### config.mk
export PLATFORM = sky130hd
export DESIGN_NAME = mem_port_arbiter_flat
export DESIGN_NICKNAME = d
export VERILOG_FILES = /design/src/rtl/mem_port_arbiter_pkg.sv /design/src/rtl/mem_port_arbiter_if.sv /design/src/rtl/mem_port_arbiter_rr_pick2.sv /design/src/rtl/mem_port_arbiter.sv /design/src/flat_wrapper.sv
export SDC_FILE = /design/constraint.sdc
export NUM_CORES = 1
export LEC_CHECK = 0
export ABC_AREA = 1
export BUFFER_PORTS_ARGS = -buffer_cell sky130_fd_sc_hd__buf_4
export CAP_MARGIN = 30
export CORE_ASPECT_RATIO = 0.7
export CORE_UTILIZATION = 45
export CTS_CLUSTER_DIAMETER = 150
export DETAILED_ROUTE_END_ITERATION = 8
export MAX_ROUTING_LAYER = met4
export PLACE_DENSITY = 0.79
export RECOVER_POWER = 50
export REMOVE_ABC_BUFFERS = 1
export SLEW_MARGIN = 25
export SYNTH_ARGS = -nofsm -noshare
export SYNTH_HDL_FRONTEND = slang
export SYNTH_SLANG_ARGS = --single-unit
### constraint.sdc
create_clock -name clk -period 2.7 [get_ports clk]
set_input_delay 0.135 -clock clk [delete_from_list [all_inputs] [get_ports clk]]
set_output_delay 0.135 -clock clk [all_outputs]
set_load 0.03 [all_outputs]
### src/rtl/mem_port_arbiter_pkg.sv
// Shared definitions for the instruction/data memory port arbiter:
// bus widths, FSM encoding, grant identifiers and enable levels.
package mem_port_arbiter_pkg;

   localparam int MemDataWidth  = 32;
   localparam int MemAddrWidth  = 32;
   localparam int ByteSlctWidth = MemDataWidth / 8;

   // Wait counter covers 0..15 extra memory cycles.
   localparam int WaitCntWidth  = 4;

   localparam logic ChipEnable  = 1'b1;
   localparam logic WriteEnable = 1'b1;
   localparam logic RstEnable   = 1'b1;

   typedef enum logic [1:0] {
      ST_IDLE   = 2'd0,
      ST_ACCESS = 2'd1,
      ST_RESP   = 2'd2
   } arb_state_e;

   typedef enum logic {
      GNT_IF = 1'b0,
      GNT_D  = 1'b1
   } grant_e;

   // Terminal count of the wait counter for a given number of extra cycles.
   function automatic logic [WaitCntWidth-1:0] wait_last(input int cycles);
      return WaitCntWidth'(cycles);
   endfunction

endpackage

### src/rtl/mem_port_arbiter_if.sv
// Bundle of the fetch port, data port and memory pins seen by the arbiter.
// The slave modport is the arbiter view; master is the core + memory view.
interface mem_port_arbiter_if
   import mem_port_arbiter_pkg::*;
#(
   parameter int ADDR_W = MemAddrWidth,
   parameter int DATA_W = MemDataWidth,
   parameter int BSEL_W = ByteSlctWidth
) ();

   // fetch port
   logic              if_req_i;
   logic [ADDR_W-1:0] if_addr_i;
   logic [DATA_W-1:0] if_rdata_o;
   logic              if_ack_o;
   logic              if_stall_o;

   // data port
   logic              d_req_i;
   logic              d_we_i;
   logic [ADDR_W-1:0] d_addr_i;
   logic [DATA_W-1:0] d_wdata_i;
   logic [BSEL_W-1:0] d_bsel_i;
   logic [DATA_W-1:0] d_rdata_o;
   logic              d_ack_o;
   logic              d_stall_o;

   // memory pins
   logic              mem_ce_o;
   logic              mem_we_o;
   logic [ADDR_W-1:0] mem_addr_o;
   logic [DATA_W-1:0] mem_data_o;
   logic [BSEL_W-1:0] mem_bsel_o;
   logic [DATA_W-1:0] mem_data_i;

   modport slave (
      input  if_req_i, if_addr_i,
      output if_rdata_o, if_ack_o, if_stall_o,
      input  d_req_i, d_we_i, d_addr_i, d_wdata_i, d_bsel_i,
      output d_rdata_o, d_ack_o, d_stall_o,
      output mem_ce_o, mem_we_o, mem_addr_o, mem_data_o, mem_bsel_o,
      input  mem_data_i
   );

   modport master (
      output if_req_i, if_addr_i,
      input  if_rdata_o, if_ack_o, if_stall_o,
      output d_req_i, d_we_i, d_addr_i, d_wdata_i, d_bsel_i,
      input  d_rdata_o, d_ack_o, d_stall_o,
      input  mem_ce_o, mem_we_o, mem_addr_o, mem_data_o, mem_bsel_o,
      output mem_data_i
   );

endinterface

### src/rtl/mem_port_arbiter_rr_pick2.sv
// Two-requester round-robin picker. Bit 0 of req_i is the IF requester,
// bit 1 the data requester. With no request the output is don't-care
// (reports GNT_D); the caller qualifies it with |req_i.
module rr_pick2
   import mem_port_arbiter_pkg::*;
(
   input  logic [1:0] req_i,
   input  grant_e     last_grant_i,
   output grant_e     grant_o
);

   // IF wins when it asks alone, or on a tie when data had the last turn.
   always_comb begin
      grant_o = GNT_D;
      if (req_i[0] && (!req_i[1] || (last_grant_i == GNT_D))) begin
         grant_o = GNT_IF;
      end
   end

endmodule

### src/rtl/mem_port_arbiter.sv
// Shares one single-port memory between instruction fetch and load/store.
// One transaction at a time: grant in IDLE, drive the memory for
// WAIT_CYCLES+1 cycles in ACCESS, pulse ack in RESP.
//
//   state     | meaning
//   ----------+---------------------------------------------------------
//   ST_IDLE   | no access in flight; requests sampled and arbitrated
//   ST_ACCESS | memory pins driven from latched request, wait counter runs
//   ST_RESP   | one-cycle ack to the granted port; requests not sampled
module mem_port_arbiter
   import mem_port_arbiter_pkg::*;
#(
   parameter int WAIT_CYCLES = 0,
   parameter int ADDR_W      = MemAddrWidth,
   parameter int DATA_W      = MemDataWidth,
   parameter int BSEL_W      = ByteSlctWidth
) (
   input logic               clk,
   input logic               rst,
   mem_port_arbiter_if.slave bus
);

   localparam logic [WaitCntWidth-1:0] WaitLast = wait_last(WAIT_CYCLES);

   arb_state_e              state_q;
   logic [WaitCntWidth-1:0] cnt_q;
   logic [WaitCntWidth-1:0] cnt_d;
   grant_e                  gnt_q;
   grant_e                  last_grant_q;
   grant_e                  grant_d;
   logic [1:0]              req_d;

   // The mem_* registers double as the latched request: they are loaded
   // at grant and cleared when leaving ACCESS, so they read 0 elsewhere.
   logic                    mem_ce_q;
   logic                    mem_we_q;
   logic [ADDR_W-1:0]       mem_addr_q;
   logic [DATA_W-1:0]       mem_data_q;
   logic [BSEL_W-1:0]       mem_bsel_q;

   logic [DATA_W-1:0]       if_rdata_q;
   logic [DATA_W-1:0]       d_rdata_q;
   logic                    if_ack_q;
   logic                    d_ack_q;

   assign req_d = {bus.d_req_i, bus.if_req_i};
   assign cnt_d = cnt_q + 1'b1;

   rr_pick2 u_pick (
      .req_i        (req_d),
      .last_grant_i (last_grant_q),
      .grant_o      (grant_d)
   );

   // Arbitration, access sequencing, read capture and ack generation.
   always_ff @(posedge clk) begin
      if (rst == RstEnable) begin
         state_q      <= ST_IDLE;
         cnt_q        <= '0;
         gnt_q        <= GNT_IF;
         last_grant_q <= GNT_IF;
         mem_ce_q     <= ~ChipEnable;
         mem_we_q     <= ~WriteEnable;
         mem_addr_q   <= '0;
         mem_data_q   <= '0;
         mem_bsel_q   <= '0;
         if_rdata_q   <= '0;
         d_rdata_q    <= '0;
         if_ack_q     <= 1'b0;
         d_ack_q      <= 1'b0;
      end else begin
         if_ack_q <= 1'b0;
         d_ack_q  <= 1'b0;
         case (state_q)
            ST_IDLE: begin
               if (|req_d) begin
                  state_q      <= ST_ACCESS;
                  cnt_q        <= '0;
                  gnt_q        <= grant_d;
                  last_grant_q <= grant_d;
                  mem_ce_q     <= ChipEnable;
                  if (grant_d == GNT_IF) begin
                     // fetches are reads with no lanes and no write data
                     mem_we_q   <= ~WriteEnable;
                     mem_addr_q <= bus.if_addr_i;
                     mem_data_q <= '0;
                     mem_bsel_q <= '0;
                  end else begin
                     mem_we_q   <= bus.d_we_i;
                     mem_addr_q <= bus.d_addr_i;
                     mem_data_q <= bus.d_wdata_i;
                     mem_bsel_q <= bus.d_bsel_i;
                  end
               end
            end
            ST_ACCESS: begin
               if (cnt_q == WaitLast) begin
                  if (gnt_q == GNT_IF) begin
                     if_rdata_q <= bus.mem_data_i;
                     if_ack_q   <= 1'b1;
                  end else begin
                     if (mem_we_q != WriteEnable) begin
                        d_rdata_q <= bus.mem_data_i;
                     end
                     d_ack_q <= 1'b1;
                  end
                  state_q    <= ST_RESP;
                  cnt_q      <= '0;
                  mem_ce_q   <= ~ChipEnable;
                  mem_we_q   <= ~WriteEnable;
                  mem_addr_q <= '0;
                  mem_data_q <= '0;
                  mem_bsel_q <= '0;
               end else begin
                  cnt_q <= cnt_d;
               end
            end
            ST_RESP: begin
               state_q <= ST_IDLE;
            end
            default: begin
               state_q <= ST_IDLE;
            end
         endcase
      end
   end

   assign bus.mem_ce_o   = mem_ce_q;
   assign bus.mem_we_o   = mem_we_q;
   assign bus.mem_addr_o = mem_addr_q;
   assign bus.mem_data_o = mem_data_q;
   assign bus.mem_bsel_o = mem_bsel_q;

   assign bus.if_rdata_o = if_rdata_q;
   assign bus.if_ack_o   = if_ack_q;
   assign bus.d_rdata_o  = d_rdata_q;
   assign bus.d_ack_o    = d_ack_q;

   // Stalls follow req/ack directly so the pipeline sees them the same cycle.
   assign bus.if_stall_o = bus.if_req_i & ~if_ack_q;
   assign bus.d_stall_o  = bus.d_req_i & ~d_ack_q;

endmodule

### src/flat_wrapper.sv
// flat-port wrapper written by rule: the top's interface ports become plain ports
module mem_port_arbiter_flat import mem_port_arbiter_pkg::*;
#(
   parameter int WAIT_CYCLES = 0,
   parameter int ADDR_W      = MemAddrWidth,
   parameter int DATA_W      = MemDataWidth,
   parameter int BSEL_W      = ByteSlctWidth
)
  (clk, rst, bus_if_req_i, bus_if_addr_i, bus_if_rdata_o, bus_if_ack_o, bus_if_stall_o, bus_d_req_i, bus_d_we_i, bus_d_addr_i, bus_d_wdata_i, bus_d_bsel_i, bus_d_rdata_o, bus_d_ack_o, bus_d_stall_o, bus_mem_ce_o, bus_mem_we_o, bus_mem_addr_o, bus_mem_data_o, bus_mem_bsel_o, bus_mem_data_i);
  mem_port_arbiter_if #(.ADDR_W(ADDR_W), .DATA_W(DATA_W), .BSEL_W(BSEL_W)) bus_i ();
  input logic clk;
  input logic rst;
  input wire logic [$bits(bus_i.if_req_i)-1:0] bus_if_req_i;
  input wire logic [$bits(bus_i.if_addr_i)-1:0] bus_if_addr_i;
  output wire logic [$bits(bus_i.if_rdata_o)-1:0] bus_if_rdata_o;
  output wire logic [$bits(bus_i.if_ack_o)-1:0] bus_if_ack_o;
  output wire logic [$bits(bus_i.if_stall_o)-1:0] bus_if_stall_o;
  input wire logic [$bits(bus_i.d_req_i)-1:0] bus_d_req_i;
  input wire logic [$bits(bus_i.d_we_i)-1:0] bus_d_we_i;
  input wire logic [$bits(bus_i.d_addr_i)-1:0] bus_d_addr_i;
  input wire logic [$bits(bus_i.d_wdata_i)-1:0] bus_d_wdata_i;
  input wire logic [$bits(bus_i.d_bsel_i)-1:0] bus_d_bsel_i;
  output wire logic [$bits(bus_i.d_rdata_o)-1:0] bus_d_rdata_o;
  output wire logic [$bits(bus_i.d_ack_o)-1:0] bus_d_ack_o;
  output wire logic [$bits(bus_i.d_stall_o)-1:0] bus_d_stall_o;
  output wire logic [$bits(bus_i.mem_ce_o)-1:0] bus_mem_ce_o;
  output wire logic [$bits(bus_i.mem_we_o)-1:0] bus_mem_we_o;
  output wire logic [$bits(bus_i.mem_addr_o)-1:0] bus_mem_addr_o;
  output wire logic [$bits(bus_i.mem_data_o)-1:0] bus_mem_data_o;
  output wire logic [$bits(bus_i.mem_bsel_o)-1:0] bus_mem_bsel_o;
  input wire logic [$bits(bus_i.mem_data_i)-1:0] bus_mem_data_i;
  assign bus_i.if_req_i = bus_if_req_i;
  assign bus_i.if_addr_i = bus_if_addr_i;
  assign bus_if_rdata_o = bus_i.if_rdata_o;
  assign bus_if_ack_o = bus_i.if_ack_o;
  assign bus_if_stall_o = bus_i.if_stall_o;
  assign bus_i.d_req_i = bus_d_req_i;
  assign bus_i.d_we_i = bus_d_we_i;
  assign bus_i.d_addr_i = bus_d_addr_i;
  assign bus_i.d_wdata_i = bus_d_wdata_i;
  assign bus_i.d_bsel_i = bus_d_bsel_i;
  assign bus_d_rdata_o = bus_i.d_rdata_o;
  assign bus_d_ack_o = bus_i.d_ack_o;
  assign bus_d_stall_o = bus_i.d_stall_o;
  assign bus_mem_ce_o = bus_i.mem_ce_o;
  assign bus_mem_we_o = bus_i.mem_we_o;
  assign bus_mem_addr_o = bus_i.mem_addr_o;
  assign bus_mem_data_o = bus_i.mem_data_o;
  assign bus_mem_bsel_o = bus_i.mem_bsel_o;
  assign bus_i.mem_data_i = bus_mem_data_i;
  mem_port_arbiter #(.WAIT_CYCLES(WAIT_CYCLES), .ADDR_W(ADDR_W), .DATA_W(DATA_W), .BSEL_W(BSEL_W)) u_core (.clk(clk), .rst(rst), .bus(bus_i));
endmodule
==> flow_metrics.tcl, run 1 <==
set metrics [dict create \
    finClkSkew_ps 10.2 \
    crit_path_start_kind "flop" \
    timing.final.crit_share 0.713 \
    hold_ws_ps 23.8 \
    antenna_cells 0 \
    grt_pass1_vias 5651 \
    status "completed" \
    wl_per_cell_um 14.4 \
    yosysMostFrequentCell "nand2_1" \
    max-slew-margin-rel 0.138 \
    clock-root-buffer "clkbuf_16" \
    synth-seq-cells 143 \
    grt_overflow_total 0 \
    required_ps 3040 \
    first_pass_iters 5 \
    place_congestion 0.833 \
    r2r-end "u_core.bus.mem_data_o[5]$_SDFFE_PP0P_" \
    start_util 0.470 \
    r2r.worst_path.cells 8 \
    p_per_area_mw_per_mm2 689 \
    post-synth-top-area-fraction 0.512 \
    core_mm2 0.0119 \
    critPathKind "reg2reg" \
    power.total_mw 5.82 \
    period_needed_ps 1920 \
    clock_sinks 143 \
    p_leak_nw 3.92 \
    slew_viol_final 0 \
    dp_hpwl_um 11500 \
    yosys-top-cells-area "dfxtp_1 51%, nand2_1 14%, nand3_1 6.8%" \
    hold_viol_final 0 \
    r2r_start "u_core.cnt_q[0]$_SDFFE_PP0P_" \
    io_pins 275 \
    syn_area_per_cell_um2 7.53 \
    insertion_delay_ps 410 \
    synth_edf_count 0 \
    hold_end "u_core.bus.mem_addr_o[12]$_SDFFE_PP0P_" \
    dr.first_iter.drc_count 392 \
    die_x_um 135 \
    rows 33 \
    holdCritStartpoint "bus_if_addr_i[12]" \
    postRouteAntennaNets 0 \
    grt_max_degree 66 \
    grt_use_total 0.285 \
    tightest_slew_ps 1290 \
    critPathCaptureType "flop" \
    async_reset_ff_frac 0 \
    antenna_found_initial 0 \
    io_buffer_count 274 \
    syn-instance-count 742 \
    tns_ps 0 \
    drv_cap 0 \
    htree_levels 4 \
    die_y_um 95.2 \
    wl_um 17800 \
    arrival_ps 2270 \
    cts_buffers 17 \
    max_freq_ghz 0.520 \
    drive_above_1_share 0.211 \
    drc 0 \
    yosys.area.top_type "dfxtp_1" \
    ys_seq_area_frac 0.512 \
    grt_pass1_wl_um 27800 \
    path_clk_slew_ps 60 \
    synthDistinctLibCells 28 \
    synth_flop_cell "dfxtp_1" \
    worst-r2r-setup-slack_ps 780 \
    areaGrowthSynthToFinish_pct 51.3 \
    vias 6067 \
    rsz0062_at_grt "false" \
    synth_common_cells "211 x nand2_1, 143 x dfxtp_1, 76 x nand3_1" \
    dieArea_mm2 0.0129 \
    setup_viol 0 \
    cts_tree "done" \
    cts.path.max_buffers 2 \
    nets 1204 \
    min_path_cells 4 \
    yosys_warnings 0 \
    syn-cell-area_mm2 0.00559 \
    via_per_inst 4.91 \
    peakVddDrop_uv 470 \
    hold_path.class "in2reg" \
    critPathMaxFanout 47 \
]
## cell usage in the layout, fill, tap and decap left out, types with 4 or more instances in the layout
master,count
buf_4,143
clkbuf_1,138
or2_2,32
o21ai_0,57
dfxtp_1,143
inv_1,37
nand3_1,76
nor2_1,69
a21oi_1,37
o21ai_1,8
clkinvlp_4,4
dlygate4sd3_1,69
clkbuf_16,17
inv_2,6
nand2_2,4
nand2_1,210
## where the power goes
part           switching, mW  internal, mW  leakage (nW)
Clock                  0.897          1.46         0.280
Combinational          0.735         0.379          2.47
Sequential            0.0865          2.27          1.17
Total                   1.72          4.10          3.92
## flip-flops by register name (all words and copies together), names as in the netlist
register and cells:
u_core.cnt_q 4, u_core.bus.d_rdata_o 32, u_core.bus.mem_bsel_o 4, u_core.state_q 2
u_core.bus.mem_addr_o 32, u_core.bus.if_ack_o 1, u_core.gnt_q 1, u_core.bus.mem_ce_o 1
u_core.bus.mem_we_o 1, u_core.bus.d_ack_o 1, u_core.bus.if_rdata_o 32, u_core.bus.mem_data_o 32
## how the worst max path moves through the flow
stage               cells after the start                    startpoint                                     end
floorplan                               7  u_core.cnt_q[0]$_SDFFE_PP0P_   u_core.bus.mem_bsel_o[0]$_SDFFE_PP0P_
global placement                        8  u_core.cnt_q[0]$_SDFFE_PP0P_  u_core.bus.mem_data_o[23]$_SDFFE_PP0P_
detailed placement                      8  u_core.cnt_q[0]$_SDFFE_PP0P_  u_core.bus.mem_data_o[10]$_SDFFE_PP0P_
CTS                                     8  u_core.cnt_q[0]$_SDFFE_PP0P_  u_core.bus.mem_data_o[10]$_SDFFE_PP0P_
global route                            5                           rst   u_core.bus.if_rdata_o[3]$_SDFFE_PP0P_
finish                                  8  u_core.cnt_q[0]$_SDFFE_PP0P_   u_core.bus.mem_data_o[5]$_SDFFE_PP0P_
## area by class of cell
type	count	area, µm²
clock inverter	13	161
fill	1060	3440
tap	157	196
sequential	143	2860
inverter	43	161
timing repair buffer	350	2300
clock buffer	19	433
multi-input combinational	510	2340
## routing by layer
| layer | wire [µm] | global-route usage |
|---|---|---|
| met5 | 0 | - |
| met4 | 499 | 0.114 |
| met3 | 1270 | 0.0649 |
| met2 | 8570 | 0.468 |
| met1 | 7470 | 0.340 |
## repair_timing
action | CTS | global route
resized for setup | 0 | 0
hold buffers | 69 | 0
hold endpoints to repair | 95 | 0
setup buffers | 0 | 0
endpoints found under the setup margin | 0 | 0
## critical path, stage by stage, from the launching register on
cell and delay, ps:
dfxtp_1 370, inv_1 100, ha_1 250, nand2_2 130, nand3_1 130, nand2_2 410, buf_12 280, nand2_1 100
nand2_1 80
## cell families after synthesis
group           synth area share
fa+ha+maj                0.00448
xor+xnor                 0.00157
compound gates            0.0972
simple gates               0.313
flops                      0.512
buf+inv                   0.0714
## metrics by stage
stage	setup WS (ps)	cell area, µm²	util	cells
after floorplan	496	5350	-	696
after global placement	928	7680	0.646	1134
after detailed placement	838	7680	0.646	1134
after CTS	823	8970	0.754	1235
after global routing	507	8450	0.711	1235
final	775	8450	0.711	1235
Power figures use the tool's default switching activity.
==> run 2, diff against run 1 <==
clock period = 2 ns   (was 2.7 ns; I/O delays follow)
==> run 2 against run 1 <==
Compared with the run above:
- critical path depth is 2 lower
- highest routed layer unchanged
- clock skew is 1.6 ps higher
- hold slack worse by 8.2 ps
- combinational power is 49% higher
- total power is 35% higher
- count of clock-buffer cells in the layout stayed put
- non-clock buffer count is 54 higher
- sequential power is 35% higher
- register-to-register slack worse by 650 ps
==> flow_metrics.tcl, run 2 (same netlist as run 1, synthesis figures left out) <==
set metrics [dict create \
    cts_tree "done" \
    cts_buffers 17 \
    cts.path.max_buffers 2 \
    first_pass_iters 5 \
    critPathCaptureType "flop" \
    areaGrowthSynthToFinish_pct 61.1 \
    critPathKind "reg2reg" \
    io_buffer_count 274 \
    die_y_um 95.2 \
    nets 1258 \
    required_ps 2340 \
    postRouteAntennaNets 0 \
    dieArea_mm2 0.0129 \
    dp_hpwl_um 11600 \
    grt_overflow_total 0 \
    htree_levels 4 \
    io_pins 275 \
    antenna_cells 0 \
    final_core_util 0.757 \
    r2r.worst_path.cells 6 \
    worst-r2r-setup-slack_ps 130 \
    grt_pass1_wl_um 30600 \
    grt_use_total 0.313 \
    die_x_um 135 \
    wl_um 20000 \
    period_needed_ps 1870 \
    antenna_found_initial 0 \
    max-slew-margin-rel 0.679 \
    max_freq_ghz 0.534 \
    path_clk_slew_ps 60 \
    crit_path_start_kind "flop" \
    setup_viol 0 \
    clock_sinks 143 \
    clock-root-buffer "clkbuf_16" \
    drv_cap 0 \
    r2r_start "u_core.gnt_q$_SDFFE_PP0P_" \
    p_per_area_mw_per_mm2 875 \
    rows 33 \
    drive_above_1_share 0.205 \
    p_leak_nw 4.13 \
    r2r-end "u_core.bus.mem_addr_o[28]$_SDFFE_PP0P_" \
    mostFrequentLayoutCells "210 x nand2_1, 144 x buf_4, 143 x dfxtp_1" \
    status "completed" \
    grt_pass1_vias 6266 \
    drc 0 \
    hold_path.class "in2reg" \
    finClkSkew_ps 11.8 \
    vias 6447 \
    mostFrequentLayoutCell "nand2_1" \
    tns_ps 0 \
    fin_cells 1289 \
    timing.final.crit_share 0.936 \
    rsz0062_at_grt "false" \
    slew_viol_final 0 \
    arrival_ps 2220 \
    holdCritStartpoint "bus_d_addr_i[20]" \
    dr.first_iter.drc_count 358 \
    core_mm2 0.0119 \
    hold_end "u_core.bus.mem_addr_o[20]$_SDFFE_PP0P_" \
    insertion_delay_ps 410 \
    tightest_slew_ps 479 \
    min_path_cells 5 \
    place_congestion 0.783 \
    placedCellCount 1138 \
    hold_viol_final 0 \
    peakVddDrop_uv 580 \
    wl_per_cell_um 15.5 \
    start_util 0.470 \
    grt_max_degree 58 \
    via_per_inst 5.00 \
    critPathMaxFanout 22 \
]
==> run 2: worst max-delay path, cell delays in order, from the launching register on <==
cell and delay [ps]:
dfxtp_1 350, o21ai_4 410, buf_12 210, or2_2 130
nand3_1 60, dlygate4sd3_1 570, nand2_1 80
==> run 2: worst max path at each step <==
stage / startpoint / slack [ps] / cells after the start / end
after detailed placement: u_core.state_q[0]$_SDFFE_PP0P_ / 400 / 6 / u_core.bus.d_rdata_o[30]$_SDFFE_PP0P_
after floorplan: u_core.cnt_q[0]$_SDFFE_PP0P_ / -200 / 7 / u_core.bus.mem_bsel_o[0]$_SDFFE_PP0P_
after global routing: u_core.gnt_q$_SDFFE_PP0P_ / 8 / 6 / u_core.bus.mem_addr_o[28]$_SDFFE_PP0P_
after CTS: u_core.gnt_q$_SDFFE_PP0P_ / 140 / 6 / u_core.bus.mem_addr_o[4]$_SDFFE_PP0P_
after global placement: u_core.state_q[0]$_SDFFE_PP0P_ / 440 / 6 / u_core.bus.d_rdata_o[25]$_SDFFE_PP0P_
final: u_core.gnt_q$_SDFFE_PP0P_ / 130 / 6 / u_core.bus.mem_addr_o[28]$_SDFFE_PP0P_
==> run 2: power breakdown <==
part | internal (mW) | switching [mW]
Combinational | 0.609 | 1.04
Clock | 1.77 | 1.28
Sequential | 3.06 | 0.115
==> run 2: cell type report <==
class                      count  area, µm²
sequential                   143       2860
timing repair buffer         404       2870
fill                         926       2890
multi-input combinational    510       2340
tap                          157        196
clock inverter                13        126
inverter                      43        161
clock buffer                  19        443
==> run 2: routing by layer <==
metal	global-route usage	vias up	wire [µm]
li1	-	3107	-
met1	0.349	2997	8250
met2	0.533	278	9800
met3	0.0659	65	1150
met4	0.163	0	758
met5	-	-	0
==> run 2: repair_timing <==
item,CTS,global route
endpoints found under the setup margin,0,4
gates resized for setup,0,1
hold buffers,119,0
buffers inserted,0,0
endpoints found under the hold margin,128,0
==> run 2: stage by stage <==
step	area, µm²	hold slack (ps)	total power [mW]	worst slack [ps]
after floorplan	5350	169	4.05	-204
after global placement	7750	324	4.78	436
after detailed placement	7750	327	4.81	404
after CTS	9510	0.154	8.03	138
after global routing	9000	18.8	8.19	7.79
final	9000	15.6	7.88	128
==> run 3, diff against run 2 <==
CORE_UTILIZATION = 46   (was 45)
PLACE_DENSITY = 0.8   (was 0.79)
REMOVE_ABC_BUFFERS = not set   (was 1)
==> run 3 against run 2 <==
Compared with the run above:
- hold slack worse by 8.4 ps
- sequential share of layout area is 0.10 points lower
- cell count decreased by 0.31%
- global-route usage fell by 0.36 points
- worst setup slack improved by 35 ps
==> flow_metrics.tcl, run 3 (same netlist as run 1, synthesis figures left out) <==
set metrics [dict create \
    n_fill_cell 907 \
    die_x_um 134 \
    required_ps 2350 \
    nets 1254 \
    status "completed" \
    vias 6353 \
    p_seq_frac 0.390 \
    multi_input_area_mm2 0.00234 \
    postRouteAntennaNets 0 \
    comb_power_share 0.201 \
    p_per_area_mw_per_mm2 902 \
    core_mm2 0.0118 \
    critPathMaxFanout 33 \
    io_buffer_count 274 \
    mostFrequentLayoutCells "210 x nand2_1, 143 x buf_4, 143 x dfxtp_1" \
    p_sw_mw 2.44 \
    cp-startpoint "u_core.state_q[1]$_SDFFE_PP0P_" \
    antenna_found_initial 0 \
    cts_setup_buffers 0 \
    areaGrowthSynthToFinish_pct 61.6 \
    io_pins 275 \
    cts_tree "done" \
    insertion_delay_ps 420 \
    p_int_mw 5.70 \
    grt_use_total 0.309 \
    period_needed_ps 1840 \
    timing.final.crit_share 0.919 \
    wl_per_cell_um 14.9 \
    max_freq_ghz 0.544 \
    mostFrequentLayoutCell "nand2_1" \
    start_util 0.475 \
    seq_area_mm2 0.00286 \
    grt_overflow_total 0 \
    p_leak_nw 4.14 \
    hold_path.class "in2reg" \
    finClkSkew_ps 14.3 \
    dp_hpwl_um 11200 \
    tns_ps 0 \
    p_clk_frac 0.408 \
    tightest_slew_ps 504 \
    place_congestion 0.818 \
    slew_viol_final 0 \
    grt_pass1_wl_um 29400 \
    rsz0062_at_grt "false" \
    place_area_mm2 0.00776 \
    via_per_inst 4.94 \
    antenna_cells 0 \
    wl_um 19200 \
    drive_above_1_share 0.206 \
    crit_path_start_kind "flop" \
    dieArea_mm2 0.0126 \
    clock-root-buffer "clkbuf_16" \
    critPathKind "reg2reg" \
    first_pass_iters 5 \
    holdCritStartpoint "bus_if_addr_i[0]" \
    htree_levels 4 \
    max-slew-margin-rel 0.666 \
    drv_cap 0 \
    rows 33 \
    hold_viol_final 0 \
    setup_viol 0 \
    fin_area_mm2 0.00903 \
    cts_buffers 17 \
    cts.path.max_buffers 2 \
    path_clk_slew_ps 60 \
    grt_pass1_vias 6028 \
    r2r_start "u_core.state_q[1]$_SDFFE_PP0P_" \
    critPathCaptureType "flop" \
    clock_sinks 143 \
    arrival_ps 2190 \
    grt_max_degree 65 \
    synth_fp_nets 881 \
    switching_share 0.300 \
    peakVddDrop_uv 714 \
    dr.first_iter.drc_count 388 \
    drc 0 \
    hold_ws_ps 7.29 \
    die_y_um 94.2 \
]
[run 3: changes by cell type in the layout (fill, tap and decap cells not counted), sizes merged]
cell / before / now
bufinv: 1 / 3
clkinv: 2 / 4
clkinvlp: 4 / 1
dlygate4sd3: 119 / 115
inv: 49 / 48
[run 3: final timing paths]
| kind | endpoint | slack, ps | cells after the start |
|---|---|---|---|
| setup / recovery | u_core.bus.mem_addr_o[8]$_SDFFE_PP0P_ | 160 | 7 |
| hold / removal | u_core.bus.mem_addr_o[0]$_SDFFE_PP0P_ | 7 | 4 |
| setup reg to reg | u_core.bus.mem_addr_o[8]$_SDFFE_PP0P_ | 160 | 7 |
| hold reg to reg | u_core.bus.mem_data_o[28]$_SDFFE_PP0P_ | 440 | 2 |
[run 3: what timing repair did]
| item | 4_1_cts | 5_1_grt |
|---|---|---|
| endpoints found under the setup margin | 0 | 18 |
| hold endpoints to repair | 127 | 0 |
| hold buffers | 115 | 0 |
| resized for setup | 0 | 2 |
[run 3: critical path, cell delays in order, from the launching register on]
cell and delay (ps):
dfxtp_1 380, inv_2 90, nand3_1 140, nor2_2 160
buf_8 240, nand3_1 120, dlygate4sd3_1 570, nand2_1 70
[run 3: area by class of cell]
| class | instances | area share |
|---|---|---|
| Inverter | 43 | 0.0179 |
| Clock inverter | 13 | 0.0198 |
| Tap cell | 157 | 0.0217 |
| Multi-Input combinational cell | 510 | 0.259 |
| Clock buffer | 19 | 0.0490 |
| Sequential cell | 143 | 0.317 |
| Timing Repair Buffer | 400 | 0.316 |
[run 3: through the flow]
step | setup WS, ps | util | power, mW | instances
after floorplan | 651 | - | 4.12 | 742
after global placement | 445 | 0.660 | 4.79 | 1138
final | 163 | 0.768 | 8.15 | 1285
after detailed placement | 362 | 0.660 | 4.81 | 1138
after CTS | 92.2 | 0.810 | 8.30 | 1285
after global routing | 24.7 | 0.768 | 8.43 | 1285
[run 3: power by group through the flow]
stage | combinational (mW) | sequential [mW] | clock (mW)
after floorplan | 0.485 | 3.63 | 0
after global placement | 1.56 | 3.23 | 0
after detailed placement | 1.58 | 3.23 | 0
after CTS | 1.77 | 3.18 | 3.35
after global routing | 1.76 | 3.20 | 3.47
final | 1.64 | 3.18 | 3.33
[run 3: per-layer routing]
layer | share of wire | vias to the layer above | track usage
met5 | 0 | - | -
met4 | 0.032 | 0 | 0.134
met3 | 0.075 | 61 | 0.0804
met2 | 0.50 | 309 | 0.529
met1 | 0.39 | 2884 | 0.343
li1 | - | 3099 | -
